File: src/rtl/si4463_pkg.sv
// Shared definitions for the Si4463 SPI responder: opcodes, status bit
// positions and the transaction state encoding.
package si4463_pkg;

    localparam logic [7:0] OP_READ_CMD_BUFF  = 8'h44;
    localparam logic [7:0] OP_WRITE_TX_FIFO  = 8'h66;
    localparam logic [7:0] OP_READ_RX_FIFO   = 8'h77;
    localparam logic [7:0] OP_FIFO_INFO      = 8'h15;
    localparam logic [7:0] OP_START_TX       = 8'h31;
    localparam logic [7:0] OP_GET_INT_STATUS = 8'h20;

    localparam int PH_PACKET_SENT_BIT = 5;
    localparam int PH_PACKET_RX_BIT   = 4;
    localparam int CHIP_FIFO_ERR_BIT  = 5;

    localparam int RESP_BYTES = 16;

    typedef enum logic [2:0] {
        ST_IDLE,
        ST_CMD,
        ST_PAYLOAD_IN,
        ST_RESP_OUT,
        ST_FIFO_OUT,
        ST_BUSY
    } state_t;

endpackage

File: src/rtl/byte_fifo.sv
// Byte-wide FIFO with synchronous push/pop/clear and a combinational head
// so the next read byte can be presented before the pop is committed.
module byte_fifo #(
    parameter int DEPTH = 64
) (
    input  logic                     clk,
    input  logic                     reset_n,
    input  logic                     i_clr,
    input  logic                     i_push,
    input  logic [7:0]               i_din,
    input  logic                     i_pop,
    output logic [7:0]               o_head,
    output logic [$clog2(DEPTH):0]   o_count,
    output logic                     o_full,
    output logic                     o_empty
);
    localparam int AW = $clog2(DEPTH);

    logic [7:0]    r_mem [DEPTH];
    logic [AW-1:0] r_wr_ptr, r_rd_ptr;
    logic [AW:0]   r_count;
    logic          w_push_ok, w_pop_ok;

    assign o_full    = (r_count == (AW+1)'(DEPTH));
    assign o_empty   = (r_count == '0);
    assign w_push_ok = i_push && !o_full;
    assign w_pop_ok  = i_pop && !o_empty;
    assign o_head    = r_mem[r_rd_ptr];
    assign o_count   = r_count;

    // NOTE: storage is not reset; pointers and count decide what is valid, so this maps onto plain RAM.
    always_ff @(posedge clk) begin
        if (w_push_ok) r_mem[r_wr_ptr] <= i_din;
    end

    // NOTE: sequential state uses non-blocking assignments only, so every flop sees pre-edge values.
    always_ff @(posedge clk or negedge reset_n) begin
        if (!reset_n) begin
            r_wr_ptr <= '0;
            r_rd_ptr <= '0;
            r_count  <= '0;
        end else if (i_clr) begin
            r_wr_ptr <= '0;
            r_rd_ptr <= '0;
            r_count  <= '0;
        end else begin
            if (w_push_ok) r_wr_ptr <= r_wr_ptr + 1'b1;
            if (w_pop_ok)  r_rd_ptr <= r_rd_ptr + 1'b1;
            case ({w_push_ok, w_pop_ok})
                2'b10:   r_count <= r_count + 1'b1;
                2'b01:   r_count <= r_count - 1'b1;
                default: r_count <= r_count;
            endcase
        end
    end

endmodule

File: src/rtl/si4463_spi_responder.sv
// SPI-slave stand-in for the Si4463 command interface: CTS/response polling,
// TX-to-RX FIFO loopback, a TX timer raising packet interrupts on nIRQ.
module si4463_spi_responder
    import si4463_pkg::*;
#(
    parameter int FIFO_DEPTH  = 64,
    parameter int BUSY_CYCLES = 200,
    parameter int TX_CYCLES   = 5000
) (
    input  logic       clk,
    input  logic       reset_n,
    input  logic       sdn,
    input  logic       sclk,
    input  logic       ss_n,
    input  logic       mosi,
    output logic       miso,
    output logic       irq_n,
    output logic [7:0] fifo_count
);
    localparam int AW = $clog2(FIFO_DEPTH);
    localparam int BW = $clog2(BUSY_CYCLES + 1);
    localparam int TW = $clog2(TX_CYCLES + 1);

    logic [2:0] r_sclk_sync, r_ss_sync;
    logic [1:0] r_mosi_sync, r_sdn_sync;

    always_ff @(posedge clk or negedge reset_n) begin
        if (!reset_n) begin
            r_sclk_sync <= '0;
            r_ss_sync   <= '1;
            r_mosi_sync <= '0;
            r_sdn_sync  <= '0;
        end else begin
            r_sclk_sync <= {r_sclk_sync[1:0], sclk};
            r_ss_sync   <= {r_ss_sync[1:0], ss_n};
            r_mosi_sync <= {r_mosi_sync[0], mosi};
            r_sdn_sync  <= {r_sdn_sync[0], sdn};
        end
    end

    // Synchronized sdn joins the pad reset; its release is already clk-aligned.
    logic w_rst_n, w_ss, w_mosi, w_ss_fall, w_ss_rise, w_sclk_rise, w_sclk_fall;
    assign w_rst_n     = reset_n & ~r_sdn_sync[1];
    assign w_ss        = r_ss_sync[1];
    assign w_mosi      = r_mosi_sync[1];
    assign w_ss_fall   = ~r_ss_sync[1] &  r_ss_sync[2];
    assign w_ss_rise   =  r_ss_sync[1] & ~r_ss_sync[2];
    assign w_sclk_rise = ~w_ss &  r_sclk_sync[1] & ~r_sclk_sync[2];
    assign w_sclk_fall = ~w_ss & ~r_sclk_sync[1] &  r_sclk_sync[2];

    state_t        r_state, w_state_nxt;
    logic [2:0]    r_bit_cnt;
    logic [7:0]    r_rx_shift, r_tx_shift, r_tx_next, r_byte_idx, r_opcode;
    logic          r_cts_ok, r_ovf, r_unf, r_irq_n;
    logic [7:0]    r_resp [RESP_BYTES];
    logic [7:0]    r_ph_pend, w_ph_pend_nxt, w_chip_pend, w_int_pend, w_tx_next, w_rx_byte;
    logic [3:0]    w_resp_idx;
    logic [BW-1:0] r_busy_cnt;
    logic [TW-1:0] r_tx_cnt;
    logic [7:0]    w_fifo_head;
    logic [AW:0]   w_fifo_count;
    logic          w_full, w_empty, w_push, w_pop, w_pop_req, w_flush, w_wr_byte;
    logic          w_active, w_byte_done, w_cmd_done, w_busy, w_generic_end;
    logic          w_start_tx, w_int_clr, w_tx_expire;

    assign w_active      = (r_state == ST_CMD) || (r_state == ST_PAYLOAD_IN) ||
                           (r_state == ST_RESP_OUT) || (r_state == ST_FIFO_OUT);
    assign w_byte_done   = w_active && w_sclk_rise && (r_bit_cnt == 3'd7);
    assign w_rx_byte     = {r_rx_shift[6:0], w_mosi};
    assign w_cmd_done    = w_byte_done && (r_state == ST_CMD);
    assign w_busy        = (r_busy_cnt != '0);
    assign w_generic_end = w_ss_rise && (r_state == ST_PAYLOAD_IN) && (r_opcode != OP_WRITE_TX_FIFO);
    assign w_start_tx    = w_generic_end && (r_opcode == OP_START_TX);
    assign w_wr_byte     = w_byte_done && (r_state == ST_PAYLOAD_IN) && (r_opcode == OP_WRITE_TX_FIFO);
    assign w_push        = w_wr_byte && !w_full;
    // A read pop commits on the first SCLK rise of its byte, so the byte after the last one clocked is never consumed.
    assign w_pop_req     = (r_state == ST_FIFO_OUT) && w_sclk_rise && (r_bit_cnt == 3'd0);
    assign w_pop         = w_pop_req && !w_empty;
    assign w_flush       = w_byte_done && (r_state == ST_PAYLOAD_IN) && (r_opcode == OP_FIFO_INFO) &&
                           (r_byte_idx == 8'd1) && w_rx_byte[0];
    assign w_int_clr     = w_cmd_done && (w_rx_byte == OP_GET_INT_STATUS);
    assign w_tx_expire   = (r_tx_cnt == TW'(1));
    assign w_chip_pend   = 8'(r_ovf | r_unf) << CHIP_FIFO_ERR_BIT;
    assign w_int_pend    = {5'b0, |w_chip_pend, 1'b0, |r_ph_pend};

    byte_fifo #(.DEPTH(FIFO_DEPTH)) u_fifo (
        .clk     (clk),
        .reset_n (w_rst_n),
        .i_clr   (w_flush),
        .i_push  (w_push),
        .i_din   (w_rx_byte),
        .i_pop   (w_pop),
        .o_head  (w_fifo_head),
        .o_count (w_fifo_count),
        .o_full  (w_full),
        .o_empty (w_empty)
    );

    always_ff @(posedge clk or negedge w_rst_n) begin
        if (!w_rst_n) r_state <= ST_IDLE;
        else          r_state <= w_state_nxt;
    end

    // NOTE: defaults first so every path assigns and no latch is inferred.
    always_comb begin
        w_state_nxt = r_state;
        if (w_ss_fall) begin
            w_state_nxt = ST_CMD;
        end else if (w_ss_rise && w_active) begin
            w_state_nxt = (w_generic_end || w_busy) ? ST_BUSY : ST_IDLE;
        end else begin
            case (r_state)
                ST_CMD: if (w_cmd_done) begin
                    if (w_rx_byte == OP_READ_CMD_BUFF)     w_state_nxt = ST_RESP_OUT;
                    else if (w_rx_byte == OP_READ_RX_FIFO) w_state_nxt = ST_FIFO_OUT;
                    else                                   w_state_nxt = ST_PAYLOAD_IN;
                end
                ST_BUSY: if (!w_busy) w_state_nxt = ST_IDLE;
                default: ;
            endcase
        end
    end

    always_comb begin
        w_tx_next  = 8'h00;
        w_resp_idx = 4'(r_byte_idx - 8'd1);
        case (r_state)
            ST_CMD: begin
                if (w_rx_byte == OP_READ_CMD_BUFF)                 w_tx_next = w_busy ? 8'h00 : 8'hFF;
                else if (w_rx_byte == OP_READ_RX_FIFO && !w_empty) w_tx_next = w_fifo_head;
            end
            ST_RESP_OUT: if (r_cts_ok && r_byte_idx <= 8'(RESP_BYTES)) w_tx_next = r_resp[w_resp_idx];
            ST_FIFO_OUT: if (!w_empty) w_tx_next = w_fifo_head;
            default: ;
        endcase
    end

    always_comb begin
        w_ph_pend_nxt = r_ph_pend;
        if (w_int_clr) w_ph_pend_nxt = '0;
        if (w_tx_expire) begin
            w_ph_pend_nxt[PH_PACKET_SENT_BIT] = 1'b1;
            w_ph_pend_nxt[PH_PACKET_RX_BIT]   = 1'b1;
        end
    end

    always_ff @(posedge clk or negedge w_rst_n) begin
        if (!w_rst_n) begin
            r_bit_cnt  <= '0;
            r_rx_shift <= '0;
            r_tx_shift <= '0;
            r_tx_next  <= '0;
            r_byte_idx <= '0;
            r_opcode   <= '0;
            r_cts_ok   <= 1'b0;
        end else if (w_ss_fall || w_ss_rise) begin
            r_bit_cnt  <= '0;
            r_byte_idx <= '0;
            r_tx_shift <= '0;
            r_tx_next  <= '0;
        end else if (w_active) begin
            if (w_sclk_rise) begin
                r_rx_shift <= w_rx_byte;
                r_bit_cnt  <= r_bit_cnt + 3'd1;
                if (r_bit_cnt == 3'd7) begin
                    r_tx_next <= w_tx_next;
                    if (r_byte_idx != 8'hFF) r_byte_idx <= r_byte_idx + 8'd1;
                end
            end
            if (w_sclk_fall) r_tx_shift <= (r_bit_cnt == 3'd0) ? r_tx_next : {r_tx_shift[6:0], 1'b0};
            if (w_cmd_done) begin
                r_opcode <= w_rx_byte;
                r_cts_ok <= !w_busy;
            end
        end
    end

    always_ff @(posedge clk or negedge w_rst_n) begin
        if (!w_rst_n) begin
            for (int i = 0; i < RESP_BYTES; i++) r_resp[i] <= 8'h00;
            r_ovf      <= 1'b0;
            r_unf      <= 1'b0;
            r_ph_pend  <= '0;
            r_irq_n    <= 1'b1;
            r_busy_cnt <= '0;
            r_tx_cnt   <= '0;
        end else begin
            r_ph_pend <= w_ph_pend_nxt;
            r_irq_n   <= ~|w_ph_pend_nxt;
            if (w_int_clr) begin
                r_ovf <= 1'b0;
                r_unf <= 1'b0;
            end
            if (w_wr_byte && w_full)  r_ovf <= 1'b1;
            if (w_pop_req && w_empty) r_unf <= 1'b1;
            if (w_generic_end) r_busy_cnt <= BW'(BUSY_CYCLES);
            else if (w_busy)   r_busy_cnt <= r_busy_cnt - 1'b1;
            if (w_start_tx)             r_tx_cnt <= TW'(TX_CYCLES);
            else if (r_tx_cnt != '0)    r_tx_cnt <= r_tx_cnt - 1'b1;
            if (w_cmd_done && w_rx_byte != OP_READ_CMD_BUFF &&
                w_rx_byte != OP_WRITE_TX_FIFO && w_rx_byte != OP_READ_RX_FIFO) begin
                for (int i = 0; i < RESP_BYTES; i++) r_resp[i] <= 8'h00;
                if (w_rx_byte == OP_FIFO_INFO) begin
                    r_resp[0] <= 8'(w_fifo_count);
                    r_resp[1] <= 8'(FIFO_DEPTH) - 8'(w_fifo_count);
                end else if (w_rx_byte == OP_GET_INT_STATUS) begin
                    r_resp[0] <= w_int_pend;
                    r_resp[1] <= w_int_pend;
                    r_resp[2] <= r_ph_pend;
                    r_resp[3] <= r_ph_pend;
                    r_resp[4] <= w_chip_pend;
                end
            end
        end
    end

    assign miso       = r_tx_shift[7];
    assign irq_n      = r_irq_n;
    assign fifo_count = 8'(w_fifo_count);

endmodule
File: config.mk
export PLATFORM = sky130hd
export DESIGN_NAME = si4463_spi_responder
export DESIGN_NICKNAME = d
export VERILOG_FILES = /design/src/rtl/si4463_pkg.sv /design/src/rtl/byte_fifo.sv /design/src/rtl/si4463_spi_responder.sv
export SDC_FILE = /design/constraint.sdc
export NUM_CORES = 1
export LEC_CHECK = 0
export BUFFER_PORTS_ARGS = -buffer_cell sky130_fd_sc_hd__buf_2
export CORE_MARGIN = 1
export CORE_UTILIZATION = 55
export CTS_CLUSTER_DIAMETER = 80
export DETAILED_ROUTE_END_ITERATION = 16
export PLACE_DENSITY_LB_ADDON = 0.05
export SYNTH_ARGS = -nofsm -noshare
export SYNTH_HDL_FRONTEND = slang
export SYNTH_SLANG_ARGS = --single-unit
File: constraint.sdc
create_clock -name clk -period 12.1 [get_ports clk]
set_clock_uncertainty 0.05 [all_clocks]
set_input_delay 3.025 -clock clk [delete_from_list [all_inputs] [get_ports clk]]
set_output_delay 3.025 -clock clk [all_outputs]
set_load 0.02 [all_outputs]
# ---- Word-level counts from Yosys, hierarchy flattened
# Memory sizes are Yosys's and may differ from the RTL's.
# Cells that the tools add are included.
dict set report classes {
  order_cmp 2
  n_addsub 10
  reduce_logical 62
  n_bitwise 15
  muxes 53
  eq_ne 25
}
# op n
set ops {}
lappend ops {{$mux W8} 23}
lappend ops {{$mux W35} 1}
lappend ops {{$bmux W8 S4} 1}
lappend ops {{$ne A8 B7 Y1 const B} 4}
lappend ops {{$mux W3} 10}
lappend ops {{$logic_and A1 B1 Y1} 26}
lappend ops {{$mux W13} 2}
lappend ops {{$eq A8 B7 Y1 const B} 3}
lappend ops {{$mux W24} 1}
lappend ops {{$mux W6} 4}
lappend ops {{$pmux W8 S3} 1}
lappend ops {{$reduce_bool A2 Y1} 11}
lappend ops {{$eq A8 B5 Y1 const B} 2}
lappend ops {{$eq A8 B6 Y1 const B} 2}
lappend ops {{$mux W16} 1}
lappend ops {{$reduce_or A8 Y1} 2}
lappend ops {{$pmux W7 S2} 1}
lappend ops {{$eq A13 B1 Y1 const B} 1}
lappend ops {{$reduce_bool A13 Y1} 1}
lappend ops {{$sub A13 B1 Y13 const B} 1}
lappend ops {{$add A6 B1 Y6 const B} 2}
lappend ops {{$reduce_and A3 Y1} 4}
lappend ops {{$eq A3 B3 Y1 const B} 3}
lappend ops {{$add A8 B1 Y8 const B} 1}
lappend ops {{other kinds (35)} 59}
dict set report totals {
  register_bits 147
  ramBits 512
  mem_count 1
  elab_cells 194
  in_bits 6
  out_inout_bits 10
}
# memory words word_bits rd rd_ports_with_merged_regs write_ports line_no
set memory_table {}
lappend memory_table {u_fifo.r_mem 64 8 1 0 1 byte_fifo.sv:19} ;# logic [7:0] r_mem [DEPTH];

# ---- Logic depth before layout (Yosys ltp)
# Gate-level depths: netlist (run 1).
dict set report logic_depth {
  word_depth 13
  depth_mapped 18
  mapped_depth_nobuf 15
}

# ---- Cells and area by module
# From an unflattened synthesis (run 1), not the netlist that was laid out.
dict set report unflattened {
  cells_unflattened 1611
  hier_area_um2 26964.6
}
# module instances seq_area_each_um2 cells_each area_per_inst_um2
set modules_own_cells {}
lappend modules_own_cells {byte_fifo 1 15850.2 1050 21162.8}
lappend modules_own_cells {si4463_spi_responder 1 2782.7 561 5801.8}

# ---- Least setup slack after synthesis (run 1)
# No wires, ideal clock.
dict set report synth_path {
  path_kind {reg-to-reg}
  from {register u_fifo.r_count[1] (netlist: u_fifo.o_count[1])}
  to {register u_fifo.r_count[6] (netlist: u_fifo.o_count[6])}
  required_time_ns 11.911
  path_buffers 3
  synth_period_minus_slack_ns 3.845
  path_stages_with_launch 19
  path_slack_ns 8.255
  arrival_time_ns 3.656
  setup_ns 0.139
  cell_sequence {dfrtp_1 -> clkbuf_1 -> inv_1 -> ha_1 -> nor3b_1 -> and3_1 -> nor4_4 -> inv_1 -> ha_1 -> clkbuf_1 -> clkbuf_1 -> xor2_1 -> ha_1 -> a21oi_1 -> a21o_1 -> nand4_1 -> a31oi_1 -> xnor2_1 -> nor2_1}
}
dict set report synth_between {
  elab_chain_cells 7
  elab_cells_between_ends 15
  cone_classes {add/sub: 2; eq/ne: 3; mux: 2; reduce/logical: 8}
}
# element line_no
set synth_rtl {}
lappend synth_rtl {{start: declaration} byte_fifo.sv:21} ;# logic [AW:0] r_count;
lappend synth_rtl {{start signal: assignment} byte_fifo.sv:50} ;# 2'b10: r_count <= r_count + 1'b1;
lappend synth_rtl {{start signal: assignment} byte_fifo.sv:51} ;# 2'b01: r_count <= r_count - 1'b1;
lappend synth_rtl {{start signal: assignment} byte_fifo.sv:52} ;# default: r_count <= r_count;
lappend synth_rtl {{$eq A7 B7 Y1 or $logic_not A7 Y1 (tied branches)} {byte_fifo.sv:24, byte_fifo.sv:25}}
lappend synth_rtl {{$logic_not A1 Y1, on equally long branches} --}
lappend synth_rtl {{$logic_and A1 B1 Y1, on equally long branches} {si4463_spi_responder.sv:75, si4463_spi_responder.sv:78}}
lappend synth_rtl {{$logic_and A1 B1 Y1, on equally long branches} {byte_fifo.sv:26, byte_fifo.sv:27}}
lappend synth_rtl {{$eq A2 B1 Y1 or $eq A2 B2 Y1 (tied branches)} byte_fifo.sv:49} ;# case ({w_push_ok, w_pop_ok})
lappend synth_rtl {{$pmux W7 S2} byte_fifo.sv:49}
lappend synth_rtl {{$mux W7} byte_fifo.sv:42} ;# end else if (i_clr) begin
# Parallel ways exist; a longest one is shown, timed or not.
# A chain may end at the register's enable or synchronous reset.

# ---- Worst setup path in the final report (run 1)
dict set report layout_path {
  from {register u_fifo.r_rd_ptr[0]}
  to {register r_tx_next[6]}
}
dict set report layout_between {
  elab_chain_cells 8
  elab_cells_between_ends 9
  cone_classes {mux: 8; memory: 1}
}
# element line_no
set layout_rtl {}
lappend layout_rtl {{start: declaration} byte_fifo.sv:20} ;# logic [AW-1:0] r_wr_ptr, r_rd_ptr;
lappend layout_rtl {{start signal: assignment} byte_fifo.sv:48} ;# if (w_pop_ok) r_rd_ptr <= r_rd_ptr + 1'b1;
lappend layout_rtl {{$mem_v2 Z64 W8 *} --}
lappend layout_rtl {{$mux W8} si4463_spi_responder.sv:130} ;# else if (w_rx_byte == OP_READ_RX_FIFO && !w_empty) w_tx_next = w_fifo_head;
lappend layout_rtl {{$mux W8} si4463_spi_responder.sv:129} ;# if (w_rx_byte == OP_READ_CMD_BUFF) w_tx_next = w_busy ? 8'h00 : 8'hFF;
lappend layout_rtl {{$pmux W8 S3 *} si4463_spi_responder.sv:127} ;# case (r_state)
lappend layout_rtl {{$mux W8 *} si4463_spi_responder.sv:165} ;# if (r_bit_cnt == 3'd7) begin
lappend layout_rtl {{$mux W8 *} si4463_spi_responder.sv:162} ;# if (w_sclk_rise) begin
lappend layout_rtl {{$mux W8 *} si4463_spi_responder.sv:161} ;# end else if (w_active) begin
lappend layout_rtl {{$mux W8 *} si4463_spi_responder.sv:156} ;# end else if (w_ss_fall || w_ss_rise) begin
lappend layout_rtl {{end signal: assignment} si4463_spi_responder.sv:166} ;# r_tx_next <= w_tx_next;
lappend layout_rtl {{end: declaration} si4463_spi_responder.sv:53} ;# logic [7:0] r_rx_shift, r_tx_shift, r_tx_next, r_byte_idx, r_opcode;
# Every way passes the cells marked *; elsewhere a longest branch is shown, timed or not. The select of a mux whose other input is x is not followed.

==> qor.txt, run 1 <==
most used flip-flop cell after synthesis: edfxtp_1
area of the mapped netlist: 26,410 um^2
CP dominant cell by count: buf_4
Worst-Skew Late Latency: 590 ps
GRT Total Usage: 24.58%
routed len/inst: 25.59 um
CP Max Fanout: 48
post-CTS setup buffer count: 0
outcome: finished, final reports clean
fin crit share: 37.84%
part of the power in registers: 54.3%
Port Buffer Count: 14
total grt overflow: 0
Setup CP Type: register to register
Synth area leaders: edfxtp_1 58%, dfrtp_1 12%, mux4_2 8.4%, mux2i_1 3.3%, nor2_1 2.0%
top post-synthesis cells by count: 512 x edfxtp_1, 141 x nor2_1, 126 x dfrtp_1
Clock Sink Count: 642
Clk pin slew, worst setup/hold paths: 60 ps
initial antenna violation count: 0
post-route setup slack: 7522 ps
final-stage net count: 1,668
gate count of the mapped netlist: 1,627
Longest Clk Path Bufs: 3
Worst Setup End Kind: register
register area share after synthesis: 70.54%
Hold Crit Start: r_sclk_sync[0]
Synth area leader: edfxtp_1
synthesis-to-finish area growth: 9.966%
WP data required: 12,500 ps
crit-path max cell delay: 1010 ps
drt drc: 0
final setup vio count: 0
number of distinct library cells after synthesis: 74
Sw Pwr: 1.044 mW
CP Launch Point: u_fifo.r_rd_ptr[0]
CTS tree: built
Reg2Reg Depth: 8
RSZ-0062 raised after global routing: false
CP cell instances: buf_4 -> buf_4 -> mux4_2 -> mux2_2 -> o22ai_1 -> nor4b_1 -> a2111oi_0 -> a21oi_1
Setup crit end: r_tx_next[6]
Die Ht: 221.1 um
Hold Vio Cnt, Final: 0
HPWL Detailed: 34.16 mm
row count: 79
syn_nets: 1,652
Worst EP arrival: 4970 ps
Setup TNS: 0 ps
Avg Inst Size Synth: 16.23 um^2
switch share: 22.19%
Int Power: 3.663 mW
EDFF count, synth: 512
Clk pwr share: 40.3%
count leader, synth: edfxtp_1
pin count of the biggest net entering global routing: 73
reg2reg end: r_tx_next[6]
Pre-antenna DRT Iters: 5
first-pass GRT wire length: 89.02 mm
core area: 46,950 um^2
Worst slew margin: 28.50%
Routed Antenna Nets: 0
R2R Setup Slk: 7520 ps
initial DRC count: 1,356
# fillers: 3,446
pwr/cell area: 162.1 nW/um^2
Period minus WS final: 4578 ps
Hold WC Path Type: register to register
CTS Buf Count: 66
Startpoint Class: register
max-cap violation count: 0
Slew @ Worst Pin: 1069 ps
pre-CTS setup slack: 7010 ps
Biggest register: u_fifo.r_mem
Fmax achieved: 0.2184 GHz
area share of the largest cell type after synthesis: 58.21%
Final Routed Wirelength: 58.79 mm
FFs w/ async S/R, synth: 20.25%
CP max stage cell: dfrtp_4
via count: 14,240
vias in the first global route: 14,010
Hold Buf Count CTS: 0
leakage: 9.727 nW
Comb power frac: 5.4%
GPL Wtd Cong: 0.8172
Max Slew Vio Count: 0
die width: 221.1 um
I/O Pins: 16
ant diodes: 0
post-layout util: 61.87%
Synth Warn #: 0
Power Total: 4.707 mW
flop and latch count out of synthesis: 642
Reg-to-Reg Start: u_fifo.r_rd_ptr[0]
top flop regs: u_fifo.r_mem: 512 flops, r_resp: 23 flops, r_tx_cnt: 13 flops
CTS resizes: 0
layout cells sized above 1: 16.63%
H-tree Lvls: 3
max FFs per register: 512
Worst VDD drop: 134.9 uV
Starting Density: 56.26%
post-DR vias/cell: 6.200
Die ar.: 48,910 um^2
Root Driver: clkbuf_16
## cell usage in the layout (no fill, tap or decap), types with 17 or more instances in the layout
cell type / instances
clkbuf_1: 22
nand2_1: 91
ha_1: 19
a21oi_1: 50
buf_4: 27
nand3_1: 21
nand4_1: 17
o21ai_0: 41
xnor2_1: 24
edfxtp_1: 512
mux2_2: 19
inv_1: 21
dfrtp_1: 116
clkbuf_16: 67
xor2_1: 17
a211oi_1: 28
mux2i_1: 86
mux4_2: 99
nor2_1: 141
a22oi_1: 19
## through the flow
stage / hold WS (ps) / instances / cell area, um^2
2_1_floorplan: 281.2 / 1627 / 26410
3_3_place_gp: 287.1 / 2182 / 27070
3_5_place_dp: 295.5 / 2182 / 27070
4_1_cts: 307.8 / 2297 / 29050
5_1_grt: 312.2 / 2297 / 29050
6_report: 302.6 / 2297 / 29050
## worst min path at each step
| stage | end | slack, ps | depth (start not counted) |
|---|---|---|---|
| 3_3_place_gp | r_sclk_sync[1] | 290 | 0 |
| 2_1_floorplan | r_mosi_sync[1] | 280 | 0 |
| 3_5_place_dp | r_mosi_sync[1] | 300 | 0 |
| 5_1_grt | r_ss_sync[1] | 310 | 0 |
| 6_report | r_sclk_sync[1] | 300 | 0 |
| 4_1_cts | r_ss_sync[1] | 310 | 0 |
## power groups by stage
| stage | combinational, mW | clock [mW] | sequential [mW] |
|---|---|---|---|
| CTS | 0.257 | 1.93 | 2.56 |
| global placement | 0.244 | 0 | 2.60 |
| detailed placement | 0.257 | 0 | 2.60 |
| finish | 0.252 | 1.90 | 2.56 |
| floorplan | 0.0877 | 0 | 2.65 |
| global route | 0.279 | 2.01 | 2.56 |
## area by class of cell
| cell class | count | area (um^2) | share of cell area, % |
|---|---|---|---|
| clock buffers | 90 | 1773 | 6.104 |
| clock inverters | 25 | 198.9 | 0.6849 |
| inverters | 21 | 78.83 | 0.2714 |
| multi-input cells | 871 | 7313 | 25.18 |
| flip-flops and latches | 642 | 18650 | 64.21 |
| well taps | 607 | 759.5 | 2.615 |
| repair buffers | 41 | 272.8 | 0.9390 |
## logic make-up after synthesis
family                   Yosys count  share of synthesized area [%]
multiplexers                     204                          12.51
AND/OR/NAND/NOR                  382                          7.252
flip-flops                       642                          70.54
buffers and inverters            114                          1.852
AO/OA/AOI/OAI                    224                          5.571
adder cells (fa/ha/maj)           19                         0.9000
XOR/XNOR                          41                          1.359
other                              1                        0.01420
## critical path, delay by kind of cell, from the launching register on
family | cells | cell delay [ps]
AO/OA/AOI/OAI | 3 | 780
buffers and inverters | 2 | 1520
flip-flops | 1 | 1010
multiplexers | 2 | 900
AND/OR/NAND/NOR | 1 | 100
## per-layer routing
metal	vias to the layer above	GRT usage [%]	routed length [um]
met2	393	36.92	27380
li1	6366	-	-
met3	105	5.059	3628
met1	7377	36.54	26230
met4	0	7.444	1547
met5	-	0	0
(Power assumes the default switching activity.)
==> run 2: changes to the inputs <==
--- a/config.mk
+++ b/config.mk
@@ -5,6 +5,7 @@
 export SDC_FILE = /design/constraint.sdc
 export NUM_CORES = 1
 export LEC_CHECK = 0
+export ABC_AREA = 1
 export BUFFER_PORTS_ARGS = -buffer_cell sky130_fd_sc_hd__buf_2
 export CORE_MARGIN = 1
 export CORE_UTILIZATION = 55
==> constraint.sdc (replaced) <==
create_clock -name clk -period 3.7 [get_ports clk]
set_clock_uncertainty 0.05 [all_clocks]
set_input_delay 0.925 -clock clk [delete_from_list [all_inputs] [get_ports clk]]
set_output_delay 0.925 -clock clk [all_outputs]
set_load 0.02 [all_outputs]
==> qor.txt, run 2 <==
leakage: 12.72 nW
Worst VDD drop: 822.5 uV
CTS tree: built
flop and latch count out of synthesis: 642
WP data required: 4140 ps
routed len/inst: 20.12 um
GRT Total Usage: 27.67%
total grt overflow: 0
RSZ-0062 raised after global routing: false
layout cells sized above 1: 7.153%
via count: 19,530
Hold Buf Count CTS: 0
# fillers: 4,202
Slew @ Worst Pin: 1294 ps
Starting Density: 56.21%
HPWL Detailed: 43.07 mm
Synth Warn #: 0
post-CTS setup buffer count: 0
Pre-antenna DRT Iters: 5
R2R Setup Slk: 480 ps
EDFF count, synth: 512
Hold WC Path Type: primary input to asynchronous set/reset pin
FFs w/ async S/R, synth: 20.25%
Worst Setup End Kind: register
Synth area leaders: edfxtp_1 54%, dfrtp_1 11%, nand2_1 11%, nand3_1 5.7%, inv_1 3.8%
pwr/cell area: 517.3 nW/um^2
Final Routed Wirelength: 70.92 mm
Synth area leader: edfxtp_1
Startpoint Class: register
count leader, synth: nand2_1
pin count of the biggest net entering global routing: 172
row count: 82
Biggest register: u_fifo.r_mem
fin crit share: 87.15%
H-tree Lvls: 3
initial antenna violation count: 2
synthesis-to-finish area growth: 10.22%
area of the mapped netlist: 28,370 um^2
Worst-Skew Late Latency: 610 ps
area share of the largest cell type after synthesis: 54.18%
number of distinct library cells after synthesis: 56
Min Hold Slack: 117.2 ps
post-DR vias/cell: 5.540
Power Total: 16.18 mW
Die Ht: 229.1 um
Period minus WS final: 3224 ps
first-pass GRT wire length: 110.3 mm
Max Slew Vio Count: 0
Hold Vio Cnt, Final: 0
Port Buffer Count: 14
Avg Inst Size Synth: 10.13 um^2
CTS Buf Count: 68
Routed Antenna Nets: 0
top flop regs: u_fifo.r_mem: 512 flops, r_resp: 23 flops, r_tx_cnt: 13 flops
final-stage net count: 2,821
initial DRC count: 1,866
Worst slew margin: 13.61%
Root Driver: clkbuf_16
commonest non-fill, non-tap cells in the layout: 832 x nand2_1, 512 x edfxtp_1, 321 x nand3_1
syn_nets: 2,825
commonest non-fill, non-tap cell in the layout: nand2_1
Worst EP arrival: 3660 ps
Fmax achieved: 0.3101 GHz
max-cap violation count: 0
drt drc: 0
final setup vio count: 0
Longest Clk Path Bufs: 3
register area share after synthesis: 65.67%
outcome: finished, final reports clean
gate count of the mapped netlist: 2,800
core area: 50,480 um^2
CP Max Fanout: 5
die width: 229.1 um
Clk pin slew, worst setup/hold paths: 60 ps
most used flip-flop cell after synthesis: edfxtp_1
top post-synthesis cells by count: 832 x nand2_1, 512 x edfxtp_1, 321 x nand3_1
Setup TNS: 0 ps
GPL Wtd Cong: 0.8804
Clock Sink Count: 642
max FFs per register: 512
Die ar.: 52,500 um^2
vias in the first global route: 19,150
Setup CP Type: register to register
I/O Pins: 16
[run 2: kinds of logic after synthesis]
logic type | Yosys count | share of synthesized area (%)
other | 1 | 0.01322
and+or+nand+nor | 1475 | 22.28
adders and majority gates | 19 | 0.8378
buffers and inverters | 410 | 5.979
DFF | 642 | 65.67
xor gates and xnor gates | 19 | 0.5865
AOI/OAI and AO/OA | 234 | 4.639
[run 2: power breakdown]
part | internal [mW] | switching [mW]
logic | 0.164 | 0.841
registers | 8.27 | 0.129
clock network | 3.97 | 2.81
total | 12.4 | 3.78
[run 2: final cells by class]
type,instances,area (um^2),share of cell area (%)
clock inverters,39,365.4,1.168
multi-input cells,1748,8060,25.77
diodes,1,2.502,0.008002
inverters,290,1099,3.513
flip-flops and latches,642,18650,59.64
clock buffers,87,1846,5.901
repair buffers,46,410.4,1.312
well taps,672,840.8,2.689
[run 2: worst paths after layout]
path	start	endpoint	cells past startpoint
max	u_fifo.o_count[0]	u_fifo.o_count[6]	21
min	reset_n	r_mosi_sync[1]	1
max reg2reg	u_fifo.o_count[0]	u_fifo.o_count[6]	21
min reg2reg	r_sdn_sync[1]	r_busy_cnt[1]	1
max in group asynchronous	reset_n	u_fifo.r_rd_ptr[0]	4
min in group clk	r_mosi_sync[0]	r_mosi_sync[1]	0
[run 2: per-layer routing]
layer  vias up  share of wire, %  track usage (%)
met2       659                48            44.73
li1       9308                 -                -
met5         -                 0                0
met3       125               6.3            3.785
met4         0               2.5            9.667
met1      9436                44            38.65
[run 2: critical path, cell delays in order, from the launching register on]
cell     delay, ps
dfrtp_1        440
inv_1          140
ha_1           200
nand3_1        110
nor2_1         140
nand2_1        110
nor2_1         250
inv_1           90
nand2_1         90
inv_1           80
ha_1           240
buf_4          190
xor2_1         300
nand3_1        110
nand3_1        140
nand2_1         60
nand2_1         60
nand2_1         60
nand2_1         60
nand2_1         50
nand3_1         60
o21ai_0         70
[run 2: through the flow]
step / util (%) / instance area, um^2 / std cells / setup slack, ps
finish: 61.95 / 31270 / 3525 / 475.5
CTS: 61.93 / 31260 / 3524 / 420.4
global route: 61.95 / 31270 / 3524 / 73.75
detailed placement: 57.56 / 29050 / 3398 / 445.1
floorplan: - / 28380 / 2800 / 382.3
global placement: 57.56 / 29050 / 3398 / 514.1
[run 2: what timing repair did]
item	4_1_cts	5_1_grt
resized for setup	0	1
setup endpoints to repair	0	1
endpoints found under the hold margin	0	0
==> run 3: changes to the inputs <==
--- a/config.mk
+++ b/config.mk
@@ -9,6 +9,7 @@
 export BUFFER_PORTS_ARGS = -buffer_cell sky130_fd_sc_hd__buf_2
 export CORE_MARGIN = 1
 export CORE_UTILIZATION = 55
+export CTS_BUF_LIST = sky130_fd_sc_hd__clkbuf_8
 export CTS_CLUSTER_DIAMETER = 80
 export DETAILED_ROUTE_END_ITERATION = 16
 export PLACE_DENSITY_LB_ADDON = 0.05
==> qor.txt, run 3 (synthesis results as in run 2) <==
Slew @ Worst Pin: 1290 ps
Worst slew margin: 13.89%
Starting Density: 56.21%
Clock Sink Count: 642
pwr/cell area: 486.3 nW/um^2
Worst EP arrival: 3760 ps
Clk pin slew, worst setup/hold paths: 60 ps
Pre-antenna DRT Iters: 5
fin crit share: 87.98%
# fillers: 4,275
post-CTS setup buffer count: 0
first-pass GRT wire length: 110.7 mm
layout cells sized above 1: 7.890%
Period minus WS final: 3255 ps
Die Ht: 229.1 um
post-route setup slack: 444.9 ps
GPL Wtd Cong: 0.8804
via count: 19,650
Biggest register: u_fifo.r_mem
post-DR vias/cell: 5.477
Final Routed Wirelength: 71.20 mm
Setup TNS: 0 ps
initial DRC count: 1,771
pre-CTS setup slack: 445.1 ps
Worst-Skew Late Latency: 690 ps
leakage: 12.77 nW
Placed Cells incl. Taps: 3,398
final setup vio count: 0
H-tree Lvls: 3
outcome: finished, final reports clean
Max Slew Vio Count: 0
RSZ-0062 raised after global routing: false
die width: 229.1 um
HPWL Detailed: 43.07 mm
routed len/inst: 19.85 um
CP Max Fanout: 5
Routed Antenna Nets: 0
Hold Buf Count CTS: 0
drt drc: 0
synthesis-to-finish area growth: 9.114%
top flop regs: u_fifo.r_mem: 512 flops, r_resp: 23 flops, r_tx_cnt: 13 flops
initial antenna violation count: 1
CTS tree: built
CTS Buf Count: 103
Fmax achieved: 0.3072 GHz
final cell count without fillers: 3,587
commonest non-fill, non-tap cell in the layout: nand2_1
pin count of the biggest net entering global routing: 172
Worst Setup End Kind: register
core area: 50,480 um^2
final-stage net count: 2,856
GRT Total Usage: 27.72%
row count: 82
Worst VDD drop: 639.4 uV
Die ar.: 52,500 um^2
max FFs per register: 512
Hold WC Path Type: primary input to asynchronous set/reset pin
commonest non-fill, non-tap cells in the layout: 832 x nand2_1, 512 x edfxtp_1, 322 x inv_1
total grt overflow: 0
vias in the first global route: 19,390
Longest Clk Path Bufs: 3
Hold Vio Cnt, Final: 0
ant diodes: 0
max-cap violation count: 0
Root Driver: clkbuf_8
CTS resizes: 0
WP data required: 4200 ps
Setup CP Type: register to register
I/O Pins: 16
Startpoint Class: register
Port Buffer Count: 14
-- run 3: cell count changes in the layout (fill, tap and decap cells not counted), sizes merged --
cell	previous run	this run
clkinv	29	33
clkinvlp	2	0
bufinv	6	1
clkbuf	87	115
inv	292	330
diode	1	0
-- run 3: critical path: stages, from the launching register on --
cell,delay (ps)
dfrtp_1,440
inv_1,140
ha_1,200
nand3_1,110
nor2_1,150
nand2_1,120
nor2_1,250
inv_1,90
nand2_1,90
inv_1,80
ha_1,240
buf_4,180
xor2_1,300
nand3_1,110
nand3_1,150
nand2_1,60
nand2_1,70
nand2_1,60
nand2_1,60
nand2_1,40
nand3_1,70
o21ai_0,80
-- run 3: metal layers --
layer / up-vias / track usage, % / share of wire (%)
li1: 9386 / - / -
met1: 9420 / 38.68 / 43
met2: 719 / 44.12 / 47
met3: 122 / 4.196 / 6.8
met4: 0 / 10.65 / 2.9
met5: - / 0 / 0
-- run 3: final timing paths --
path	startpoint	endpoint	slack, ps	cells after the start
min in group clk	ss_n	r_ss_sync[0]	300	1
worst min-delay path	reset_n	r_sdn_sync[1]	40	1
max in group asynchronous	reset_n	u_fifo.r_rd_ptr[1]	2270	4
worst max-delay path	u_fifo.o_count[0]	u_fifo.o_count[5]	440	21
worst min register to register	r_sdn_sync[1]	r_busy_cnt[1]	200	1
worst max register to register	u_fifo.o_count[0]	u_fifo.o_count[5]	440	21
-- run 3: power by group --
group / total (mW) / switching [mW] / leakage, nW / internal [mW]
clock: 5.65 / 2.75 / 1.13 / 2.90
combinational: 1.00 / 0.838 / 5.13 / 0.164
sequential: 8.40 / 0.132 / 6.51 / 8.27
-- run 3: area by class of cell --
type | instances | area [um^2] | share of cell area (%)
clock inverter | 74 | 325.3 | 1.051
multi-input combinational | 1748 | 8053 | 26.01
clock buffer | 115 | 1583 | 5.112
timing repair buffer | 46 | 410.4 | 1.326
tap | 672 | 840.8 | 2.716
sequential | 642 | 18650 | 60.24
inverter | 290 | 1099 | 3.548
-- run 3: through the flow --
step / util, % / hold WS (ps) / instance area, um^2 / power, mW
3_3_place_gp: 57.56 / 197.5 / 29050 / 9.521
3_5_place_dp: 57.56 / 208.6 / 29050 / 9.547
5_1_grt: 61.33 / 30.91 / 30960 / 15.54
4_1_cts: 61.33 / 6.819 / 30960 / 15.17
6_report: 61.33 / 43.63 / 30960 / 15.06
2_1_floorplan: - / 281.2 / 28380 / 9.021
